--- config.mk ---
export PLATFORM = sky130hd
export DESIGN_NAME = device1_tx
export DESIGN_NICKNAME = d
export VERILOG_FILES = /design/src/rtl/device1_tx.sv
export SDC_FILE = /design/constraint.sdc
export NUM_CORES = 1
export LEC_CHECK = 0
export ABC_AREA = 1
export CORE_MARGIN = 1.5
export CORE_UTILIZATION = 50
export CTS_BUF_LIST = sky130_fd_sc_hd__clkbuf_2 sky130_fd_sc_hd__clkbuf_4 sky130_fd_sc_hd__clkbuf_8
export DETAILED_ROUTE_END_ITERATION = 8
export PLACE_DENSITY = 0.69
export SKIP_CTS_REPAIR_TIMING = 1
export SLEW_MARGIN = 10
export SYNTH_ARGS = -nofsm -noshare
export SYNTH_HDL_FRONTEND = slang
export SYNTH_HIERARCHICAL = 1
export SYNTH_SLANG_ARGS = --single-unit
--- constraint.sdc ---
create_clock -name clk -period 4.8 [get_ports clk]
set_input_delay 0.48 -clock clk [delete_from_list [all_inputs] [get_ports clk]]
set_output_delay 0.48 -clock clk [all_outputs]
set_load 0.05 [all_outputs]
--- src/rtl/device1_tx.sv ---
// Two-lane serial byte transmitter: each lane queues bytes in a 4-deep FIFO and
// shifts them out MSB first, preceded by a sync preamble of idle symbols after reset.

module device1_tx_lane #(
    parameter logic [7:0] IDLE         = 8'hBC,
    parameter int         SYNC_SYMBOLS = 4,
    parameter int         AF_TH        = 3
) (
    input  logic       clk,
    input  logic       reset,
    input  logic       push,
    input  logic [7:0] data_in,
    output logic       out,
    output logic       active,
    output logic       almost_full,
    output logic       full,
    output logic       push_err
);

    localparam int SW = $clog2(SYNC_SYMBOLS + 1);

    typedef enum logic {
        ST_SYNC   = 1'b0,
        ST_ACTIVE = 1'b1
    } state_t;

    logic [7:0]    r_mem [4];
    logic [1:0]    r_wr_ptr;
    logic [1:0]    r_rd_ptr;
    logic [2:0]    r_occ;
    logic [7:0]    r_shift;
    logic [2:0]    r_bit_cnt;
    logic [SW-1:0] r_sync_cnt;
    state_t        r_state;
    logic          r_push_err;

    logic w_full;
    logic w_empty;
    logic w_boundary;
    logic w_last_sync;
    logic w_take_data;
    logic w_pop;
    logic w_push_ok;

    // Full/empty come from the pre-edge occupancy, so a pop on the same edge
    // never makes room for a push that arrives while full.
    assign w_full      = (r_occ == 3'd4);
    assign w_empty     = (r_occ == 3'd0);
    assign w_boundary  = (r_bit_cnt == 3'd7);
    assign w_last_sync = (r_sync_cnt == SW'(SYNC_SYMBOLS - 1));
    assign w_take_data = w_boundary && ((r_state == ST_ACTIVE) || w_last_sync);
    assign w_pop       = w_take_data && !w_empty;
    assign w_push_ok   = push && !w_full && (data_in != IDLE);

    // Storage is left unreset; the pointers alone define what is valid.
    always_ff @(posedge clk) begin
        if (w_push_ok) begin
            r_mem[r_wr_ptr] <= data_in;
        end
    end

    always_ff @(posedge clk or negedge reset) begin
        if (!reset) begin
            r_shift    <= IDLE;
            r_bit_cnt  <= 3'd0;
            r_sync_cnt <= '0;
            r_state    <= ST_SYNC;
            r_wr_ptr   <= 2'd0;
            r_rd_ptr   <= 2'd0;
            r_occ      <= 3'd0;
            r_push_err <= 1'b0;
        end else begin
            if (w_boundary) begin
                r_bit_cnt <= 3'd0;
                if (r_state == ST_SYNC) begin
                    r_sync_cnt <= r_sync_cnt + 1'b1;
                    if (w_last_sync) begin
                        r_state <= ST_ACTIVE;
                    end
                end
                if (w_pop) begin
                    r_shift <= r_mem[r_rd_ptr];
                end else begin
                    r_shift <= IDLE;
                end
            end else begin
                r_shift   <= {r_shift[6:0], 1'b0};
                r_bit_cnt <= r_bit_cnt + 3'd1;
            end

            if (w_push_ok) begin
                r_wr_ptr <= r_wr_ptr + 2'd1;
            end
            if (w_pop) begin
                r_rd_ptr <= r_rd_ptr + 2'd1;
            end
            case ({w_push_ok, w_pop})
                2'b10:   r_occ <= r_occ + 3'd1;
                2'b01:   r_occ <= r_occ - 3'd1;
                default: r_occ <= r_occ;
            endcase

            r_push_err <= push && !w_push_ok;
        end
    end

    assign out         = r_shift[7];
    assign active      = (r_state == ST_ACTIVE);
    assign almost_full = (r_occ >= 3'(AF_TH));
    assign full        = w_full;
    assign push_err    = r_push_err;

endmodule

module device1_tx #(
    parameter logic [7:0] IDLE         = 8'hBC,
    parameter int         SYNC_SYMBOLS = 4,
    parameter int         AF_TH        = 3
) (
    input  logic       clk,
    input  logic       reset,
    input  logic       push0,
    input  logic       push1,
    input  logic [7:0] data_in0,
    input  logic [7:0] data_in1,
    output logic       out0,
    output logic       out1,
    output logic       active0,
    output logic       active1,
    output logic       almost_full0,
    output logic       almost_full1,
    output logic       full0,
    output logic       full1,
    output logic       push_err0,
    output logic       push_err1
);

    logic [1:0] w_push;
    logic [7:0] w_data [2];
    logic [1:0] w_out;
    logic [1:0] w_active;
    logic [1:0] w_almost_full;
    logic [1:0] w_full;
    logic [1:0] w_push_err;

    assign w_push    = {push1, push0};
    assign w_data[0] = data_in0;
    assign w_data[1] = data_in1;

    genvar gi;
    generate
        for (gi = 0; gi < 2; gi++) begin : g_lane
            device1_tx_lane #(
                .IDLE         (IDLE),
                .SYNC_SYMBOLS (SYNC_SYMBOLS),
                .AF_TH        (AF_TH)
            ) u_lane (
                .clk         (clk),
                .reset       (reset),
                .push        (w_push[gi]),
                .data_in     (w_data[gi]),
                .out         (w_out[gi]),
                .active      (w_active[gi]),
                .almost_full (w_almost_full[gi]),
                .full        (w_full[gi]),
                .push_err    (w_push_err[gi])
            );
        end
    endgenerate

    assign out0         = w_out[0];
    assign out1         = w_out[1];
    assign active0      = w_active[0];
    assign active1      = w_active[1];
    assign almost_full0 = w_almost_full[0];
    assign almost_full1 = w_almost_full[1];
    assign full0        = w_full[0];
    assign full1        = w_full[1];
    assign push_err0    = w_push_err[0];
    assign push_err1    = w_push_err[1];

endmodule

======== Word-level counts from Yosys, hierarchy flattened ========
Memories as Yosys holds them, arrays and structs flattened.
Index checks and enable logic that the tools add are counted.
cells by class
  $add $sub $neg .......................... 12
  $mul .................................... 0
  div/mod/pow operators ................... 0
  order comparisons ....................... 2
  equal/unequal tests ..................... 12
  shifts and indexed selects .............. 0
  multiplexer cells ....................... 16
  bitwise operators ....................... 2
  reductions and logical operators ........ 24
operators with widths
  kind                                                               number
  2-to-1 mux 8 bit                                                   4
  adder 3 x 1 -> 3 bit, second input constant                        6
  inequality test 8 bit, second input constant                       2
  == test 3 bit, second input constant                               4
  case mux 3 bit (2 select lines)                                    2
  logical AND 1 bit                                                  10
  adder 2 x 1 -> 2 bit, second input constant                        4
  2-to-1 mux 1 bit                                                   8
  == test 3 x 2 -> 1 bit, second input constant                      2
  greater-or-equal comparator 3 x 2 -> 1 bit, second input constant  2
  logical NOT 1 bit                                                  6
  logical NOT 3 bit                                                  2
  2-to-1 mux 3 bit                                                   2
  subtractor 3 x 1 -> 3 bit, second input constant                   2
  == test 2 x 1 -> 1 bit, second input constant                      2
  == test 2 bit, second input constant                               2
  AND reduction 2 bit                                                2
  nonzero test 2 bit                                                 2
  logical OR 1 bit                                                   2
  inverter 1 bit                                                     2
word-level totals
  bits in registers ....................... 46
  latch bits .............................. 0
  RAM bits ................................ 64
  memory bits (read-only) ................. 0
  input port bits ......................... 20
  word-level logic and storage cells ...... 86
  memories ................................ 2
memory list
  memory                  words  bits a word  rd ports  clocked after memory_dff  wr ports  RTL line  text
  g_lane[0].u_lane.r_mem  4      8            1         0                         1         27        logic [7:0] r_mem [4];
  g_lane[1].u_lane.r_mem  4      8            1         0                         1         27

======== Logic depth before layout (Yosys ltp) ========
Gate-level depths: netlist (run 1).
  depth in word-level cells ............... 6
  gate-level depth with buffers ........... 12
  depth with buffers taken out ............ 12

======== Hierarchy ========
Netlist (run 1), hierarchy kept.
modules (own cells, without submodules)
  module           instances  cells an instance  area each (sq um)
  device1_tx_lane  2          237                2,462.4

======== Worst setup path before layout (run 1) ========
Ideal clock, no wire load.
  path kind ............................... flip-flop to flip-flop
  from .................................... register g_lane[0].u_lane.r_state
  to ...................................... register g_lane[0].u_lane.r_occ[2]
  data arrival time ....................... 2.082 ns
  data required time ...................... 4.721 ns
  slack ................................... 2.639 ns
  cell stages (with the launch flop) ...... 11
  buffers on the path ..................... 0
  cell sequence ........................... dfrtp_1 -> inv_1 -> nand2_1 -> nand3_4 -> inv_2 -> ha_1 -> inv_1 -> fa_1 -> or2_2 -> nand2_1 -> xor2_1
on the way
  word-level cells in the longest chain between the ends .. 5
  elaborated cells between the ends (all ways) .. 7
  those cells by class .................... eq/ne (2); mux (1); reduce/logical (4)
RTL lines
  what                                                                   RTL line  text
  from (decl)                                                            34        state_t r_state;
  from (signal assigned)                                                 67        r_state <= ST_SYNC;
  from (signal assigned)                                                 78        r_state <= ST_ACTIVE;
  logical OR 1 bit (*)                                                   51        assign w_take_data = w_boundary && ((r_state == ST_ACTIVE) || w_last_sync);
  logical AND 1 bit (*)                                                  51
  logical AND 1 bit (*)                                                  52        assign w_pop = w_take_data && !w_empty;
  == test 2 x 1 -> 1 bit or == test 2 bit (tied branches)                97        case ({w_push_ok, w_pop})
  case mux 3 bit (2 select lines) or nonzero test 2 bit (tied branches)  -
  to (signal assigned)                                                   98        2'b10: r_occ <= r_occ + 3'd1;
  to (signal assigned)                                                   99        2'b01: r_occ <= r_occ - 3'd1;
  to (signal assigned)                                                   100       default: r_occ <= r_occ;
  to (decl)                                                              30        logic [2:0] r_occ;
Every way passes the cells marked *; elsewhere a longest branch is shown, timed or not.
A chain may end at the register's enable or synchronous reset.

======== Worst setup path after layout (run 1) ========
  from .................................... input port data_in1[3]
  to ...................................... register g_lane[1].u_lane.r_occ[2]
on the way
  word-level cells in the longest chain between the ends .. 4
  elaborated cells between the ends (all ways) .. 6
  those cells by class .................... eq/ne (3); mux (1); reduce/logical (2)
RTL lines
  what                                                                   RTL line  text
  from (decl)                                                            125       input logic [7:0] data_in1,
  inequality test 8 bit (*)                                              53        assign w_push_ok = push && !w_full && (data_in != IDLE);
  logical AND 1 bit (*)                                                  53
  == test 2 x 1 -> 1 bit or == test 2 bit (tied branches)                97
  case mux 3 bit (2 select lines) or nonzero test 2 bit (tied branches)  -
  to (signal assigned)                                                   98
  to (signal assigned)                                                   99
  to (signal assigned)                                                   100
  to (decl)                                                              30
Marks and branches as above.

==> key figures, run 1 <==
Run status
  • Status: finished, final reports clean

STA
  • Slew margin rel.: 33.3%
  • Worst-Margin Slew: 1.00 ns
  • Min Tclk post-route: 2.46 ns
  • Setup TNS Final: 0 ns
  • Final count of negative-setup-slack endpoints: 0
  • Layout Skew: 0.0200 ns
  • Final period util: 51.2%
  • Fmax: 407 MHz
  • Final count of hold timing violations: 0
  • Max-slew violations: 0
  • RSZ-0062 raised after global routing: false

Routing
  • DRT iter0 DRCs: 116
  • DRT Pass-1 Iters: 4
  • Final wirelength: 8.40 mm
  • Post-DR wirelength/cell: 13.1 µm
  • Vias per std cell: 4.79
  • Via count: 3078
  • Antenna Violating Nets Remaining: 0
  • # DRC: 0

Placed design
  • IO buf count: 29
  • Post-DP HPWL: 5.78 mm
  • Routability cong.: 0.773

GRT
  • Tot GR Track Use: 17.6%
  • First-pass GRT wire length: 14.0 mm
  • M3 GR Usage: 3.83%
  • Vias in the first global route: 2964
  • Total grt overflow: 0
  • GR Layer Usage met1: 22.0%
  • GRT Max-Usage Layer: met2
  • Met2 usage: 30.8%
  • Largest net degree at the start of global routing: 47
  • Initial antenna violation count: 0

Floorplanning
  • Die span in y: 102 µm
  • Site Rows: 36
  • Die width: 102 µm
  • I/O pin count: 30
  • Die area: 10500 µm²
  • Starting density of the core: 50.9%
  • Core ar.: 9680 µm²

CTS
  • CTS root buffer: clkbuf_8
  • CTS tree: yes
  • Sink Count: 110
  • H-tree Lvls: 3
  • CTS Buf Count: 9
  • Clock transition at path regs: 0.10 ns
  • Clk buf depth: 2
  • Worst-Skew Late Latency: 0.38 ns

Layout
  • Area delta synth->final: 10.7%
  • Layout Nets: 544
  • Ant. Diodes: 0
  • Final core utilization: 56.3%
  • Fillers: 856
  • Layout cell share with drive strength beyond 1: 8.84%

Synth
  • Area leader, netlist: edfxtp_1
  • Mean Syn Cell Area: 10.4 µm²
  • Count leader, synth: nand2_1
  • YS warnings: 6
  • Most common library cells after synthesis: nand2_1, inv_1, edfxtp_1
  • Area contributors post-synth: edfxtp_1, dfrtp_1, nand2_1
  • Post-synth cell types: 25
  • Top cell type's share of synthesized area: 39.0%
  • Cell area after technology mapping: 4920 µm²
  • Seq cells post-synth: 110
  • Synth async-reset ratio: 41.8%
  • Seq/Total Area, Yosys: 62.7%
  • Top FF cell, synth: edfxtp_1
  • Synth Instances: 474
  • Post-synth EDFFs: 64
  • Mapped Nets: 514

Pwr
  • Worst vdd ir: 0.225 mV
  • Psw: 1.06 mW
  • LEAKAGE: 2.51 nW
  • Comb pwr share: 29.7%
  • Sequential share of power: 49.7%
  • Power per Cell Area: 526 nW/µm²
  • Clock Power Share: 20.6%
  • Switching share of power: 36.9%
  • Int Pwr: 1.81 mW

Run
  • Max-cap violation count: 0

Worst setup path
  • Critical path class: primary input to flop
  • Cell Chain, Critical Path: clkdlybuf4s50_1 > nand2_1 > nor2_1 > nand2_1 > nand2_2 > ha_1 > inv_1 > fa_1 > or2_2 > nand2_1 > xor2_1
  • CP peak stage delay: 0.54 ns
  • Worst Path Max Fanout: 7
  • Critical Path Sink Type: flop
  • Critical path startpoint category: primary input
  • CP Data Arrival Time: 2.75 ns
  • Crit path buf inv count: 2
  • CP dominant cell by count: nand2_1
  • Crit-path leading delay family: simple AND/OR/NAND/NOR gates
  • Slowest cell on crit path: clkdlybuf4s50_1
  • CP required: 5.09 ns

Min path
  • Min-Delay Path Class: primary input to async pin
==> logic make-up after synthesis <==
| family | Yosys count | synth area share, % |
|---|---|---|
| and+or+nand+nor | 208 | 17.5 |
| muxes | 2 | 0.457 |
| buffers and inverters | 98 | 9.40 |
| DFF | 110 | 62.7 |
| AOI/OAI and AO/OA | 26 | 2.79 |
| adders and majority gates | 20 | 5.39 |
| xor gates and xnor gates | 10 | 1.78 |
==> sequential cells by signal (all words and copies together) (netlist names) <==
register and cells:
g_lane.u_lane/r_sync_cnt 6, g_lane.u_lane/r_wr_ptr 4, g_lane.u_lane/active 2, g_lane.u_lane/r_mem 64
g_lane.u_lane/r_bit_cnt 6, g_lane.u_lane/r_occ 6, g_lane.u_lane/push_err 2, g_lane.u_lane/r_shift 16
g_lane.u_lane/r_rd_ptr 4
==> power groups by stage <==
stage / sequential [mW] / clock (mW) / combinational [mW]
floorplan: 1.40 / 0 / 0.709
global placement: 1.44 / 0 / 0.834
detailed placement: 1.45 / 0 / 0.858
CTS: 1.43 / 0.603 / 0.862
global route: 1.46 / 0.642 / 0.969
finish: 1.43 / 0.591 / 0.853
==> cell type report <==
type	count	area [µm²]	area share [%]
clock inverter	7	86.3	1.58
multi-input combinational	266	1380	25.2
clock buffer	9	124	2.27
timing repair buffer	29	285	5.23
inverter	88	330	6.06
tap	133	166	3.05
sequential	110	3090	56.6
==> metrics by stage <==
step                total power [mW]  setup WS [ns]  instances  cell area, µm²  hold slack (ns)
floorplan                       2.11           2.64        474            4920            0.184
global placement                2.27           2.13        626            5240            0.417
detailed placement              2.31           2.00        626            5240            0.424
CTS                             2.89           2.32        642            5450            0.299
global route                    3.07           2.17        642            5450            0.344
finish                          2.87           2.34        642            5450            0.274
==> placed cells by master (no fill, tap or decap), types with 2 or more instances in the layout <==
master           Yosys  layout
nand2_1            120     120
inv_1               86      86
edfxtp_1            64      64
nor2_1              52      52
dfrtp_1             36      36
clkdlybuf4s50_1      0      28
nand3_1             24      24
ha_1                18      18
o21ai_0             14      14
dfstp_2             10      10
clkbuf_8             4       9
nor2_2               6       6
a21oi_1              6       6
xnor2_1              6       6
o21ai_1              4       4
xor2_1               4       4
inv_6                0       3
inv_8                0       2
a21oi_2              2       2
nand2_2              2       2
nand3_4              2       2
inv_2                2       2
mux2_2               2       2
or2_2                2       2
fa_1                 2       2
==> routing by layer <==
| layer | share of wire [%] | vias up | wire length, µm |
|---|---|---|---|
| li1 | - | 1530 | - |
| met1 | 43 | 1469 | 3590 |
| met2 | 52 | 69 | 4360 |
| met3 | 4.0 | 10 | 337 |
| met4 | 1.4 | 0 | 114 |
| met5 | 0 | - | 0 |
==> worst reg2reg max path, stage by stage (launching register included) <==
cell and delay, ns:
dfrtp_1 0.37, ha_1 0.15, ha_1 0.37, nand3_4 0.20
inv_2 0.13, ha_1 0.14, inv_1 0.07, fa_1 0.39
or2_2 0.31, nand2_1 0.10, xor2_1 0.15
==> path summary, 6_finish.rpt <==
| check | slack (ns) | endpoint | cells past startpoint | from |
|---|---|---|---|---|
| worst min register to register | 0.44 | g_lane[1].u_lane/r_bit_cnt[0] | 1 | g_lane[1].u_lane/r_bit_cnt[0] |
| worst max register to register | 2.35 | g_lane[1].u_lane/r_occ[2] | 10 | g_lane[1].u_lane/r_bit_cnt[0] |
| max in group asynchronous | 3.90 | g_lane[1].u_lane/r_wr_ptr[1] | 1 | reset |
| worst max-delay path | 2.34 | g_lane[1].u_lane/r_occ[2] | 11 | data_in1[3] |
| min in group clk | 0.44 | g_lane[1].u_lane/r_bit_cnt[0] | 1 | g_lane[1].u_lane/r_bit_cnt[0] |
| worst min-delay path | 0.27 | g_lane[1].u_lane/r_rd_ptr[1] | 1 | reset |
Power figures use the tool's default switching activity.
==> run 2, diff against run 1 <==
PLACE_DENSITY = 0.72   (was 0.69)
clock period = 2.25 ns   (was 4.8 ns; I/O delays follow)
==> key figures, run 2 (synthesis results as in run 1) <==
STA
  • Final count of negative-setup-slack endpoints: 0 (unchanged)
  • Final period util: 94.1%
  • RSZ-0062 raised after global routing: true
  • Setup TNS Final: 0 ns (unchanged)
  • Final hold slack: 0.271 ns (-0.00292 ns)
  • Final count of hold timing violations: 0 (unchanged)
  • Slew margin rel.: 66.5% (+33 points)
  • Max-slew violations: 0 (unchanged)
  • Worst-Margin Slew: 0.501 ns (-0.500 ns)
  • Fmax: 472 MHz
  • Min Tclk post-route: 2.12 ns
  • Layout Skew: 0.00996 ns (-0.0100 ns)

Floorplanning
  • Die area: 10500 µm² (unchanged)
  • Core ar.: 9680 µm² (unchanged)
  • Die span in y: 102 µm (unchanged)
  • Die width: 102 µm (unchanged)
  • Starting density of the core: 50.9% (unchanged)
  • I/O pin count: 30 (unchanged)
  • Site Rows: 36 (unchanged)

Run
  • Max-cap violation count: 0 (unchanged)

Routing
  • # DRC: 0 (unchanged)
  • Post-DR wirelength/cell: 12.1 µm (-7.8%)
  • DRT Pass-1 Iters: 4 (unchanged)
  • Antenna Violating Nets Remaining: 0 (unchanged)
  • Vias per std cell: 4.56 (-4.9%)
  • DRT iter0 DRCs: 86 (-26%)
  • Via count: 3097 (+0.62%)
  • Final wirelength: 8.19 mm (-2.5%)

Worst setup path
  • CP Data Arrival Time: 2.41 ns (-0.34 ns)
  • Critical path startpoint category: flop
  • Worst r2r path cells: 12 (+2)
  • Worst Path Max Fanout: 3 (-4)
  • Critical path class: flop to flop
  • Critical Path Sink Type: flop
  • CP required: 2.54 ns (-2.55 ns)

CTS
  • H-tree Lvls: 3 (unchanged)
  • CTS Buf Count: 9 (unchanged)
  • CTS root buffer: clkbuf_8
  • CTS tree: yes
  • Clk buf depth: 2 (unchanged)
  • Worst-Skew Late Latency: 0.36 ns (-0.02 ns)
  • Clock transition at path regs: 0.10 ns (about the same)
  • Sink Count: 110 (unchanged)

Min path
  • Min-Delay Path Class: primary input to async pin

Layout
  • Max reg flops: 64 (unchanged)
  • Layout cell share with drive strength beyond 1: 15.4% (+6.5 points)
  • Area delta synth->final: 16.1%
  • Post-route cell area: 5720 µm² (+4.8%)
  • Final core utilization: 59.0% (+2.7 points)
  • Top reg by flops: g_lane.u_lane/r_mem
  • Ant. Diodes: 0 (unchanged)
  • Layout Nets: 581 (+6.8%)
  • Top Registers: g_lane.u_lane/r_mem x64, g_lane.u_lane/r_shift x16
  • Most frequent cells in the layout: nand2_1, inv_1, edfxtp_1
  • Commonest non-fill, non-tap cell in the layout: nand2_1

Run status
  • Status: finished, final reports clean

Pwr
  • Comb pwr share: 33.3% (+3.6 points)
  • Int Pwr: 3.84 mW (+110%)
  • Switching share of power: 36.5% (-0.40 points)
  • Worst vdd ir: 0.454 mV (+100%)
  • Sequential share of power: 48.8% (-0.9 points)
  • LEAKAGE: 2.71 nW (+8.0%)
  • Psw: 2.21 mW (+110%)
  • Clock Power Share: 17.9% (-2.7 points)
  • Power per Cell Area: 1060 nW/µm² (+100%)

Placed design
  • Post-DP HPWL: 5.85 mm (+1.2%)
  • Routability cong.: 0.762 (-1.4%)
  • IO buf count: 29 (unchanged)
  • Area after DPL: 5510 µm² (+5.0%)

GRT
  • Total grt overflow: 0 (unchanged)
  • Initial antenna violation count: 0 (unchanged)
  • First-pass GRT wire length: 14.3 mm (+2.4%)
  • Tot GR Track Use: 18.0% (+0.41 points)
  • Largest net degree at the start of global routing: 25 (-47%)
  • Vias in the first global route: 3135 (+5.8%)
==> run 2: changes by cell type in the layout (fill, tap and decap cells not counted), sizes merged <==
cell | previous run | this run
buf | 1 | 37
bufinv | 1 | 0
clkbuf | 9 | 10
clkdlybuf4s50 | 28 | 25
clkinv | 0 | 2
clkinvlp | 1 | 2
dlygate4sd3 | 0 | 1
dlymetal6s2s | 0 | 3
inv | 93 | 90
==> run 2: worst paths after layout <==
kind | start | end | slack (ns)
min in group clk | push0 | g_lane[0].u_lane/push_err | 0.42
hold reg to reg | g_lane[0].u_lane/r_bit_cnt[0] | g_lane[0].u_lane/r_bit_cnt[0] | 0.44
hold / removal | reset | g_lane[1].u_lane/push_err | 0.27
setup / recovery | g_lane[1].u_lane/r_sync_cnt[0] | g_lane[1].u_lane/r_occ[2] | 0.13
max in group asynchronous | reset | g_lane[1].u_lane/r_shift[4] | 1.33
setup reg to reg | g_lane[1].u_lane/r_sync_cnt[0] | g_lane[1].u_lane/r_occ[2] | 0.13
==> run 2: metal layers <==
metal  wire, µm  track usage, %  up-vias
li1           -               -     1596
met1       3680            22.7     1456
met5          0               0        -
met3        229            3.49        6
met2       4180            31.1       39
met4         96            6.64        0
==> run 2: power groups by stage <==
stage,clock [mW],sequential [mW],combinational [mW]
2_1_floorplan,0,2.99,1.51
3_3_place_gp,0,2.98,1.98
3_5_place_dp,0,2.99,2.04
4_1_cts,1.11,2.95,2.05
5_1_grt,1.21,3.01,2.29
6_report,1.08,2.95,2.02
==> run 2: through the flow <==
step | std cells | worst slack, ns | power, mW
after detailed placement | 661 | -0.0767 | 5.03
after global routing | 679 | -0.0150 | 6.50
after global placement | 661 | -0.0191 | 4.96
after floorplan | 474 | 0.0890 | 4.50
after CTS | 677 | 0.0313 | 6.11
final | 679 | 0.133 | 6.05
==> run 2: worst max-delay path: stages, from the launching register on <==
cell,delay [ns]
dfrtp_1,0.38
ha_1,0.15
ha_1,0.14
inv_1,0.05
nand2_2,0.08
nand3_4,0.08
inv_2,0.08
ha_1,0.13
inv_1,0.06
fa_1,0.37
or2_2,0.30
nand2_1,0.08
xor2_1,0.14
==> run 2: layout make-up <==
type,count,area [µm²]
clock buffer,10,131
clock inverter,6,46.3
fill,835,3970
inverter,88,330
multi-input combinational,266,1380
sequential,110,3090
tap,133,166
timing repair buffer,66,573
==> run 3, diff against run 2 <==
PLACE_DENSITY = 0.69   (was 0.72)
clock period = 2.2 ns   (was 2.25 ns; I/O delays follow)
==> key figures, run 3 (synthesis results as in run 1) <==
Placed design
  • Routability cong.: 0.755 (-0.94%)
  • Post-DP HPWL: 5.70 mm (-2.6%)
  • Area after DPL: 5530 µm² (+0.41%)
  • Placed Cells: 664 (+0.45%)
  • Dpl ws: -0.0607 ns (+0.0160 ns)
  • IO buf count: 29 (unchanged)

Layout
  • Post-route cell area: 5770 µm² (+0.99%)
  • Most frequent cells in the layout: nand2_1, inv_1, edfxtp_1
  • Layout cell share with drive strength beyond 1: 16.0% (+0.62 points)
  • Area delta synth->final: 17.2%
  • Fillers: 814 (-2.5%)
  • Max reg flops: 64 (unchanged)
  • Register Area: 3090 µm² (unchanged)
  • Top Registers: g_lane.u_lane/r_mem x64, g_lane.u_lane/r_shift x16
  • Non-filler cells, final: 683 (+0.59%)
  • Layout Nets: 585 (+0.69%)
  • Final core utilization: 59.6% (+0.58 points)
  • Top reg by flops: g_lane.u_lane/r_mem
  • Commonest non-fill, non-tap cell in the layout: nand2_1
  • Ant. Diodes: 0 (unchanged)
  • Multi-input gate area: 1380 µm² (unchanged)

Run status
  • Status: finished, final reports clean

CTS
  • Clock transition at path regs: 0.11 ns (about the same)
  • Clk buf depth: 2 (unchanged)
  • H-tree Lvls: 3 (unchanged)
  • CTS root buffer: clkbuf_8
  • CTS tree: yes
  • Worst-Skew Late Latency: 0.37 ns (about the same)
  • CTS Buf Count: 9 (unchanged)
  • Sink Count: 110 (unchanged)

Routing
  • Antenna Violating Nets Remaining: 0 (unchanged)
  • Final wirelength: 8.09 mm (-1.2%)
  • Post-DR wirelength/cell: 11.9 µm (-1.8%)
  • DRT Pass-1 Iters: 4 (unchanged)
  • DRT iter0 DRCs: 102 (+19%)
  • Via count: 3146 (+1.6%)
  • Vias per std cell: 4.61 (+0.99%)
  • # DRC: 0 (unchanged)

Worst setup path
  • Critical path startpoint category: flop
  • CP Data Arrival Time: 1.90 ns (-0.51 ns)
  • Worst Path Max Fanout: 3 (unchanged)
  • Critical Path Sink Type: output port
  • CP required: 1.98 ns (-0.56 ns)
  • Critical path class: flop to output port

Floorplanning
  • Starting density of the core: 50.9% (unchanged)
  • Site Rows: 36 (unchanged)
  • Die width: 102 µm (unchanged)
  • Core ar.: 9680 µm² (unchanged)
  • I/O pin count: 30 (unchanged)
  • Die span in y: 102 µm (unchanged)
  • Die area: 10500 µm² (unchanged)

Pwr
  • LEAKAGE: 2.75 nW (+1.3%)
  • Worst vdd ir: 0.536 mV (+18%)
  • Power per Cell Area: 1090 nW/µm² (+3.3%)

STA
  • Worst-Margin Slew: 0.536 ns (+0.0352 ns)
  • Slew margin rel.: 64.3% (-2.2 points)
  • RSZ-0062 raised after global routing: true
  • Final period util: 96.1%
  • Layout Skew: 0.0108 ns (+0.000804 ns)
  • Min Tclk post-route: 2.12 ns
  • Final count of hold timing violations: 0 (unchanged)
  • Fmax: 473 MHz
  • Setup TNS Final: 0 ns (unchanged)
  • Final Worst Setup Slack: 0.0849 ns (-0.0481 ns)
  • Max-slew violations: 0 (unchanged)
  • Final count of negative-setup-slack endpoints: 0 (unchanged)

GRT
  • Vias in the first global route: 3100 (-1.1%)
  • First-pass GRT wire length: 13.6 mm (-4.6%)
  • Tot GR Track Use: 17.3% (-0.70 points)
  • Initial antenna violation count: 0 (unchanged)
  • Largest net degree at the start of global routing: 25 (unchanged)
  • Total grt overflow: 0 (unchanged)

Min path
  • Min-Delay Path Class: primary input to async pin

Run
  • Max-cap violation count: 0 (unchanged)
[run 3: cell count changes in the layout (fill, tap and decap cells not counted)]
cell / delta
buf_4: +4
bufinv_16: +1
clkbuf_4: -1
clkinvlp_4: -1
inv_8: +1
[run 3: worst paths after layout]
| kind | startpoint | to | slack (ns) | depth (start not counted) |
|---|---|---|---|---|
| min in group clk | push0 | g_lane[0].u_lane/push_err | 0.41 | 3 |
| setup / recovery | g_lane[0].u_lane/r_occ[0] | almost_full0 | 0.08 | 3 |
| setup reg to reg | g_lane[0].u_lane/r_sync_cnt[0] | g_lane[0].u_lane/r_occ[2] | 0.11 | 12 |
| hold / removal | reset | g_lane[1].u_lane/r_shift[1] | 0.36 | 2 |
| hold reg to reg | g_lane[0].u_lane/r_bit_cnt[0] | g_lane[0].u_lane/r_bit_cnt[0] | 0.44 | 1 |
| max in group asynchronous | reset | g_lane[0].u_lane/r_shift[4] | 1.19 | 3 |
[run 3: through the flow]
step	power (mW)	hold slack, ns
floorplan	4.61	-0.0756
global placement	5.05	0.240
detailed placement	5.13	0.235
CTS	6.38	-0.177
global route	6.77	0.401
finish	6.31	0.361
[run 3: power by group]
part | switching [mW] | total [mW] | leakage, nW | internal, mW
Clock | 0.702 | 1.24 | 0.102 | 0.543
Sequential | 0.262 | 3.02 | 1.12 | 2.76
Combinational | 1.30 | 2.04 | 1.52 | 0.741
[run 3: area by class of cell]
class	count	share of cell area, %
clock inverters	7	1.39
well taps	133	2.88
clock buffers	9	2.15
flip-flops and latches	110	53.4
repair buffers	70	10.4
inverters	88	5.72
multi-input cells	266	24.0
[run 3: worst max-delay path, cell delays in order (launching register included)]
cell             delay (ns)
dfrtp_1                0.42
inv_1                  0.09
o21ai_0                0.19
clkdlybuf4s50_1        0.83
[run 3: per-layer routing]
metal  track usage, %  share of wire (%)  up-vias
met5                0                  0        -
met1             21.3                 44     1481
li1                 -                  -     1607
met3             3.28                2.9       15
met4             7.38                2.5        0
met2             30.0                 51       43
